File: config.mk
export PLATFORM = sky130hd
export DESIGN_NAME = fsk_bit_decoder
export DESIGN_NICKNAME = d
export VERILOG_FILES = /design/src/rtl/fsk_bit_decoder.sv
export SDC_FILE = /design/constraint.sdc
export NUM_CORES = 2
export LEC_CHECK = 0
export ABC_CLOCK_PERIOD_IN_PS = 7750
export CORE_MARGIN = 1.5
export CORE_UTILIZATION = 38
export CTS_BUF_LIST = sky130_fd_sc_hd__clkbuf_4 sky130_fd_sc_hd__clkbuf_8 sky130_fd_sc_hd__clkbuf_16
export DETAILED_ROUTE_END_ITERATION = 12
export DONT_BUFFER_PORTS = 1
export REMOVE_ABC_BUFFERS = 1
export SKIP_CTS_REPAIR_TIMING = 1
export SYNTH_ARGS = -nofsm -noshare
export SYNTH_HDL_FRONTEND = slang
export SYNTH_SLANG_ARGS = --single-unit
File: constraint.sdc
create_clock -name clock -period 7.75 [get_ports clock]
set_input_delay 2.325 -clock clock [delete_from_list [all_inputs] [get_ports clock]]
set_output_delay 2.325 -clock clock [all_outputs]
set_load 0.02 [all_outputs]
File: src/rtl/fsk_bit_decoder.sv
// fsk_bit_decoder: turns the cumulative per-tone tick counters of the FSK
// tone analyzer into bit-window decisions, frames them UART-style (start 0,
// DATA_BITS LSB-first, optional even parity, stop 1) and hands out bytes over
// a valid/ready interface.
// Optional feature: define FSK_DECODER_PARITY_EN to expect an even-parity
// symbol between the data bits and the stop bit.
module fsk_bit_decoder #(
    parameter int CLOCK_FREQUENCY         = 50000000,
    parameter int BAUD_RATE               = 1000,
    parameter int DECISION_MARGIN_PERCENT = 25,
    parameter int MIN_ACTIVE_PERCENT      = 50,
    parameter int DATA_BITS               = 8
) (
    input  logic        clock,
    input  logic        clear,
    input  logic        enable,
    input  logic [31:0] f0_value,
    input  logic [31:0] f1_value,
    output logic [7:0]  data,
    output logic        data_valid,
    input  logic        data_ready,
    output logic        bit_strobe,
    output logic        bit_value,
    output logic        bit_erasure,
    output logic        frame_error,
    output logic        overrun
);

    localparam int          BIT_TICKS   = CLOCK_FREQUENCY / BAUD_RATE;
    localparam logic [31:0] LAST_TICK   = 32'(BIT_TICKS - 1);
    localparam logic [32:0] MIN_ACTIVE  = 33'(BIT_TICKS * MIN_ACTIVE_PERCENT / 100);
    localparam logic [39:0] BASE_SCALE  = 40'd100;
    localparam logic [39:0] WIN_SCALE   = 40'(100 + DECISION_MARGIN_PERCENT);
    localparam logic [3:0]  LAST_BIT    = 4'(DATA_BITS - 1);
    localparam int          ALIGN_SHIFT = 8 - DATA_BITS;

    typedef enum logic [1:0] {
        IDLE,
        DATA,
        PARITY,
        STOP
    } frameState_t;

    logic [31:0] windowCount_q;
    logic [31:0] prev0_q;
    logic [31:0] prev1_q;
    logic [31:0] delta0_q;
    logic [31:0] delta1_q;
    logic        windowEnd_q;

    logic        bitStrobe_q;
    logic        bitValue_q;
    logic        bitErasure_q;

    logic [32:0] activeSum_d;
    logic [39:0] score0_d;
    logic [39:0] score1_d;
    logic [39:0] beat0_d;
    logic [39:0] beat1_d;
    logic        decideValue_d;
    logic        decideErasure_d;

    frameState_t state_q;
    logic [7:0]  shift_q;
    logic [3:0]  bitIdx_q;
    logic        frameErr_q;
`ifdef FSK_DECODER_PARITY_EN
    logic        parity_q;
`endif
    logic [7:0]  data_q;
    logic        dataValid_q;
    logic        overrun_q;
    logic        frameErrorPulse_q;
    logic [7:0]  assembled_d;

    // Window slicer: counts BIT_TICKS cycles and captures the per-tone tick deltas at each window end.
    always_ff @(posedge clock or negedge clear) begin
        if (!clear) begin
            windowCount_q <= '0;
            prev0_q       <= '0;
            prev1_q       <= '0;
            delta0_q      <= '0;
            delta1_q      <= '0;
            windowEnd_q   <= 1'b0;
        end else if (!enable) begin
            windowCount_q <= '0;
            prev0_q       <= f0_value;
            prev1_q       <= f1_value;
            windowEnd_q   <= 1'b0;
        end else begin
            windowEnd_q <= 1'b0;
            if (windowCount_q == LAST_TICK) begin
                windowCount_q <= '0;
                delta0_q      <= f0_value - prev0_q;
                delta1_q      <= f1_value - prev1_q;
                prev0_q       <= f0_value;
                prev1_q       <= f1_value;
                windowEnd_q   <= 1'b1;
            end else begin
                windowCount_q <= windowCount_q + 32'd1;
            end
        end
    end

    // Symbol decision: too little tone energy or no clear winner by the margin means erasure.
    always_comb begin
        activeSum_d     = {1'b0, delta0_q} + {1'b0, delta1_q};
        score0_d        = {8'd0, delta0_q} * BASE_SCALE;
        score1_d        = {8'd0, delta1_q} * BASE_SCALE;
        beat0_d         = {8'd0, delta0_q} * WIN_SCALE;
        beat1_d         = {8'd0, delta1_q} * WIN_SCALE;
        decideValue_d   = 1'b0;
        decideErasure_d = 1'b1;
        if (activeSum_d >= MIN_ACTIVE) begin
            if (score1_d > beat0_d) begin
                decideValue_d   = 1'b1;
                decideErasure_d = 1'b0;
            end else if (score0_d > beat1_d) begin
                decideValue_d   = 1'b0;
                decideErasure_d = 1'b0;
            end
        end
    end

    // Registers the decision one cycle after the window end and emits the bit strobe.
    always_ff @(posedge clock or negedge clear) begin
        if (!clear) begin
            bitStrobe_q  <= 1'b0;
            bitValue_q   <= 1'b0;
            bitErasure_q <= 1'b0;
        end else if (!enable) begin
            bitStrobe_q <= 1'b0;
        end else begin
            bitStrobe_q <= windowEnd_q;
            if (windowEnd_q) begin
                bitValue_q   <= decideValue_d;
                bitErasure_q <= decideErasure_d;
            end
        end
    end

    // Right-align the received payload so unused upper bits read as zero.
    always_comb begin
        assembled_d = shift_q >> ALIGN_SHIFT;
    end

    // Frame FSM plus output byte register, handshake and overrun tracking.
    always_ff @(posedge clock or negedge clear) begin
        if (!clear) begin
            state_q           <= IDLE;
            shift_q           <= '0;
            bitIdx_q          <= '0;
            frameErr_q        <= 1'b0;
`ifdef FSK_DECODER_PARITY_EN
            parity_q          <= 1'b0;
`endif
            data_q            <= '0;
            dataValid_q       <= 1'b0;
            overrun_q         <= 1'b0;
            frameErrorPulse_q <= 1'b0;
        end else begin
            frameErrorPulse_q <= 1'b0;
            if (dataValid_q && data_ready) begin
                dataValid_q <= 1'b0;
            end
            if (!enable) begin
                state_q <= IDLE;
            end else if (bitStrobe_q) begin
                case (state_q)
                    IDLE: begin
                        if (!bitValue_q && !bitErasure_q) begin
                            state_q    <= DATA;
                            bitIdx_q   <= '0;
                            frameErr_q <= 1'b0;
`ifdef FSK_DECODER_PARITY_EN
                            parity_q   <= 1'b0;
`endif
                        end
                    end
                    DATA: begin
                        shift_q <= {bitValue_q, shift_q[7:1]};
`ifdef FSK_DECODER_PARITY_EN
                        parity_q <= parity_q ^ bitValue_q;
`endif
                        if (bitErasure_q) begin
                            frameErr_q <= 1'b1;
                        end
                        if (bitIdx_q == LAST_BIT) begin
`ifdef FSK_DECODER_PARITY_EN
                            state_q <= PARITY;
`else
                            state_q <= STOP;
`endif
                        end else begin
                            bitIdx_q <= bitIdx_q + 4'd1;
                        end
                    end
`ifdef FSK_DECODER_PARITY_EN
                    PARITY: begin
                        if (bitErasure_q || (bitValue_q != parity_q)) begin
                            frameErr_q <= 1'b1;
                        end
                        state_q <= STOP;
                    end
`endif
                    STOP: begin
                        state_q <= IDLE;
                        if (bitValue_q && !bitErasure_q && !frameErr_q) begin
                            if (dataValid_q && !data_ready) begin
                                overrun_q <= 1'b1;
                            end else begin
                                data_q      <= assembled_d;
                                dataValid_q <= 1'b1;
                            end
                        end else begin
                            frameErrorPulse_q <= 1'b1;
                        end
                    end
                    default: begin
                        state_q <= IDLE;
                    end
                endcase
            end
        end
    end

    assign data        = data_q;
    assign data_valid  = dataValid_q;
    assign bit_strobe  = bitStrobe_q;
    assign bit_value   = bitValue_q;
    assign bit_erasure = bitErasure_q;
    assign frame_error = frameErrorPulse_q;
    assign overrun     = overrun_q;

endmodule

==> run_summary.xml <==
<?xml version="1.0" encoding="UTF-8"?>
<metrics>
  <group name="layout">
    <metric name="areaGrowthSynthToFinish" unit="%">6.37</metric>
    <metric name="fraction_of_layout_instances_using_a_drive_strength_above_1" unit="">0.0367</metric>
    <metric name="layoutNonFillerInstCount" unit="">4564</metric>
    <metric name="finalNetCount" unit="">4344</metric>
    <metric name="n_antenna_cell" unit="">0</metric>
    <metric name="finalInstanceArea" unit="um^2">32300</metric>
  </group>
  <group name="critical_path">
    <metric name="largest_stage_delay_worst_path" unit="ps">530</metric>
    <metric name="reg2regPathDepth" unit="">29</metric>
    <metric name="slowest_stage" unit="">sky130_fd_sc_hd__dfrtp_1</metric>
    <metric name="rr_endpoint" unit="">bit_value</metric>
    <metric name="critical_path_class" unit="">flop to flop</metric>
    <metric name="crit_required" unit="ps">8150</metric>
    <metric name="critical_path_arrival" unit="ps">7850</metric>
    <metric name="slack_of_the_worst_reg_to_reg_path" unit="ps">290</metric>
    <metric name="worst-path-max-fanout" unit="">6</metric>
    <metric name="critical_path_capture_point_type" unit="">flop</metric>
    <metric name="critical_path.most_common_cell" unit="">sky130_fd_sc_hd__fa_1</metric>
    <metric name="crit_path_start_kind" unit="">flop</metric>
    <metric name="timing.critical_path.from" unit="">delta0_q[6]</metric>
    <metric name="r2r_start" unit="">delta0_q[6]</metric>
  </group>
  <group name="clock_network">
    <metric name="cts.root.buffer_cell" unit="">sky130_fd_sc_hd__clkbuf_16</metric>
    <metric name="clkSlewWorstSetupHoldPaths" unit="ps">80</metric>
    <metric name="clock_tree.htree_level_count" unit="">4</metric>
    <metric name="max-clock-path-buffers" unit="">2</metric>
    <metric name="clock_latency" unit="ps">470</metric>
    <metric name="cts_tree" unit="">yes</metric>
    <metric name="cts_sinks" unit="">190</metric>
    <metric name="cts_buffers" unit="">17</metric>
  </group>
  <group name="floorplan">
    <metric name="fp.dieArea" unit="um^2">81700</metric>
    <metric name="die-width" unit="um">286</metric>
    <metric name="rows" unit="">103</metric>
    <metric name="design.portCount" unit="">82</metric>
    <metric name="initial_core_util" unit="">0.384</metric>
    <metric name="floorplan.die.height" unit="um">286</metric>
    <metric name="fp.coreArea" unit="um^2">79100</metric>
  </group>
  <group name="global_route">
    <metric name="grt-ovfl-total" unit="">0</metric>
    <metric name="first_global_vias" unit="">23773</metric>
    <metric name="grt_max_degree" unit="">191</metric>
    <metric name="antenna_found_initial" unit="">0</metric>
    <metric name="grt_use_total" unit="">0.194</metric>
    <metric name="grt_first_pass_wirelength" unit="mm">127</metric>
  </group>
  <group name="synthesis">
    <metric name="synth_edf_count" unit="">0</metric>
    <metric name="synth_top_cells_by_count" unit="">sky130_fd_sc_hd__inv_1 (662), sky130_fd_sc_hd__ha_1 (482), sky130_fd_sc_hd__fa_1 (291)</metric>
    <metric name="post_synth_num_cell_types" unit="">90</metric>
    <metric name="postSynthRegisterBits" unit="">190</metric>
    <metric name="synthFlopType" unit="">sky130_fd_sc_hd__dfrtp_1</metric>
    <metric name="yosys.area.top_type" unit="">sky130_fd_sc_hd__ha_1</metric>
    <metric name="synth.top_cell.area_share" unit="">0.198</metric>
    <metric name="leading_cell_types_by_total_area_after_synthesis" unit="">sky130_fd_sc_hd__ha_1 (20%), sky130_fd_sc_hd__fa_1 (19%), sky130_fd_sc_hd__dfrtp_1 (16%)</metric>
    <metric name="yosysWarningCount" unit="">0</metric>
    <metric name="asyncSetResetFlopFracSynth" unit="">1.00</metric>
    <metric name="count_leader_synth" unit="">sky130_fd_sc_hd__inv_1</metric>
    <metric name="area_of_the_mapped_netlist" unit="um^2">30400</metric>
    <metric name="synth.avg_cell_area" unit="um^2">8.69</metric>
    <metric name="yosysSeqAreaShare" unit="">0.156</metric>
    <metric name="syn_inst" unit="">3501</metric>
  </group>
  <group name="min_path">
    <metric name="min_from" unit="">windowCount_q[0]</metric>
    <metric name="timing.hold.worst_path_depth" unit="">1</metric>
    <metric name="holdCritPathClass" unit="">flop to flop</metric>
    <metric name="hold_path_end" unit="">windowCount_q[0]</metric>
  </group>
  <group name="power">
    <metric name="switching_power" unit="W">0.000682</metric>
    <metric name="clock_power_share" unit="">0.375</metric>
    <metric name="cell_internal_pwr" unit="W">0.00162</metric>
    <metric name="switching_share" unit="">0.296</metric>
    <metric name="ir_worst_vdd" unit="mV">0.131</metric>
    <metric name="p_leak" unit="nW">16.5</metric>
    <metric name="share_comb_of_total_power" unit="">0.177</metric>
    <metric name="p_seq_frac" unit="">0.448</metric>
    <metric name="power_density" unit="nW/um^2">71.2</metric>
  </group>
  <group name="placement">
    <metric name="post-place-ws" unit="ps">-217</metric>
    <metric name="post-place-cells" unit="">4527</metric>
    <metric name="io_buffers" unit="">0</metric>
    <metric name="routability_congestion_estimate_from_global_placement" unit="">0.940</metric>
    <metric name="hpwlAfterDp" unit="mm">66.4</metric>
    <metric name="placed_cell_area" unit="um^2">31700</metric>
  </group>
  <group name="timing">
    <metric name="postLayoutSetupSlackWorst" unit="ps">292</metric>
    <metric name="slew_violations" unit="">0</metric>
    <metric name="finalWorstPathRequiredPeriod" unit="ps">7460</metric>
    <metric name="max_freq" unit="GHz">0.134</metric>
    <metric name="worst_max_slew_pin_slew" unit="ps">993</metric>
    <metric name="hold_violation_count_in_the_final_report" unit="">0</metric>
    <metric name="skew" unit="ps">16.4</metric>
    <metric name="timing.final.setup_violations" unit="">0</metric>
    <metric name="fin_worst_hold_slack" unit="ps">500</metric>
    <metric name="final.period_utilization" unit="">0.962</metric>
    <metric name="relSlewSlack" unit="">0.332</metric>
    <metric name="grt_setup_unrepaired" unit="">false</metric>
    <metric name="timing.setup.tns" unit="ps">0</metric>
  </group>
  <group name="routing">
    <metric name="detail-route-antenna-nets" unit="">0</metric>
    <metric name="routed-via-count" unit="">23578</metric>
    <metric name="detail_route.vias_per_cell" unit="">5.17</metric>
    <metric name="routed_wirelength" unit="mm">78.2</metric>
    <metric name="first_pass_iters" unit="">5</metric>
    <metric name="routedWlPerCell" unit="um">17.1</metric>
    <metric name="drc" unit="">0</metric>
    <metric name="detail_route.iter0.violations" unit="">1250</metric>
  </group>
  <group name="status">
    <metric name="status" unit="">completed</metric>
  </group>
  <group name="job">
    <metric name="maxCapViolCount" unit="">0</metric>
  </group>
</metrics>
[flip-flops by register name, indices dropped and copies added, names as in the netlist, 2 cells and up]
register and flops:
delta0_q 32, bitIdx_q 4, prev0_q 32, delta1_q 32, data 8, windowCount_q 32, state_q 2, prev1_q 32
assembled_d 8
[cell families (layout without fill, tap and decap cells)]
| kind of cell | after synthesis | count (layout) | share of synthesized area |
|---|---|---|---|
| AOI/OAI and AO/OA | 830 | 830 | 0.176 |
| adders and majority gates | 773 | 773 | 0.390 |
| and+or+nand+nor | 764 | 764 | 0.121 |
| buffers and inverters | 709 | 722 | 0.0878 |
| xor gates and xnor gates | 209 | 209 | 0.0602 |
| DFF | 190 | 190 | 0.156 |
| muxes | 26 | 26 | 0.00946 |
[final cells by class]
class	count	area, um^2
tap	1050	1310
sequential	190	4760
inverter	662	2490
timing repair buffer	30	225
clock inverter	12	108
fill	8013	46800
multi-input combinational	2602	23000
clock buffer	18	439
[placed cells by master, fill, tap and decap left out, types with 12 or more instances in the layout]
cell type and instances:
sky130_fd_sc_hd__xor2_1 96, sky130_fd_sc_hd__nand3_1 61, sky130_fd_sc_hd__and3_1 33, sky130_fd_sc_hd__inv_1 660, sky130_fd_sc_hd__o211ai_1 16, sky130_fd_sc_hd__nor4_1 12
sky130_fd_sc_hd__a21o_1 109, sky130_fd_sc_hd__o31ai_1 19, sky130_fd_sc_hd__xnor2_1 113, sky130_fd_sc_hd__a211oi_1 23, sky130_fd_sc_hd__fa_1 291, sky130_fd_sc_hd__dfrtp_1 188
sky130_fd_sc_hd__nand2_1 250, sky130_fd_sc_hd__nor3_1 32, sky130_fd_sc_hd__nor2b_1 37, sky130_fd_sc_hd__o21ai_1 14, sky130_fd_sc_hd__clkbuf_16 17, sky130_fd_sc_hd__a31oi_1 15
sky130_fd_sc_hd__o21ai_0 236, sky130_fd_sc_hd__nand2b_1 35, sky130_fd_sc_hd__ha_1 482, sky130_fd_sc_hd__o21a_1 46, sky130_fd_sc_hd__or3_1 22, sky130_fd_sc_hd__mux2_2 22
sky130_fd_sc_hd__a21oi_1 200, sky130_fd_sc_hd__nand4_1 38, sky130_fd_sc_hd__o21bai_1 24, sky130_fd_sc_hd__and2_1 14, sky130_fd_sc_hd__buf_4 30, sky130_fd_sc_hd__nor2_1 181
[routing by layer]
layer	up-vias	wire length [um]	global-route usage
met4	0	1530	0.0485
met3	54	3300	0.0210
met2	411	36600	0.327
met1	11305	36800	0.266
li1	11808	-	-
met5	-	0	0
[critical path: cells and delay by family, from the launching register on]
family / cells / cell delay [ps]
AO/OA/AOI/OAI: 12 / 2500
adder cells (fa/ha/maj): 6 / 2530
XOR/XNOR: 1 / 90
flip-flops: 1 / 530
buffers and inverters: 4 / 610
AND/OR/NAND/NOR: 6 / 1130
[power groups by stage]
stage          registers [W]  clock network, W  logic [W]
6_report             0.00103          0.000863   0.000408
5_1_grt              0.00104          0.000918   0.000461
4_1_cts              0.00103          0.000895   0.000410
3_5_place_dp         0.00105                 0   0.000407
3_3_place_gp         0.00105                 0   0.000404
2_1_floorplan        0.00105                 0   0.000325
[worst max path at each step]
| stage | to | slack, ps | depth (start not counted) |
|---|---|---|---|
| after floorplan | bit_value | 1460 | 28 |
| after global placement | bit_erasure | -110 | 27 |
| after detailed placement | bit_erasure | -220 | 28 |
| after CTS | bit_value | -230 | 28 |
| after global routing | bit_erasure | 6 | 28 |
| final | bit_value | 290 | 29 |
[per-stage QoR]
| stage | total power [W] | util |
|---|---|---|
| after floorplan | 0.00137 | - |
| after global placement | 0.00145 | 0.401 |
| after detailed placement | 0.00146 | 0.401 |
| after CTS | 0.00234 | 0.408 |
| after global routing | 0.00241 | 0.409 |
| final | 0.00230 | 0.409 |
Note: power is estimated with default switching activity, not from simulation.
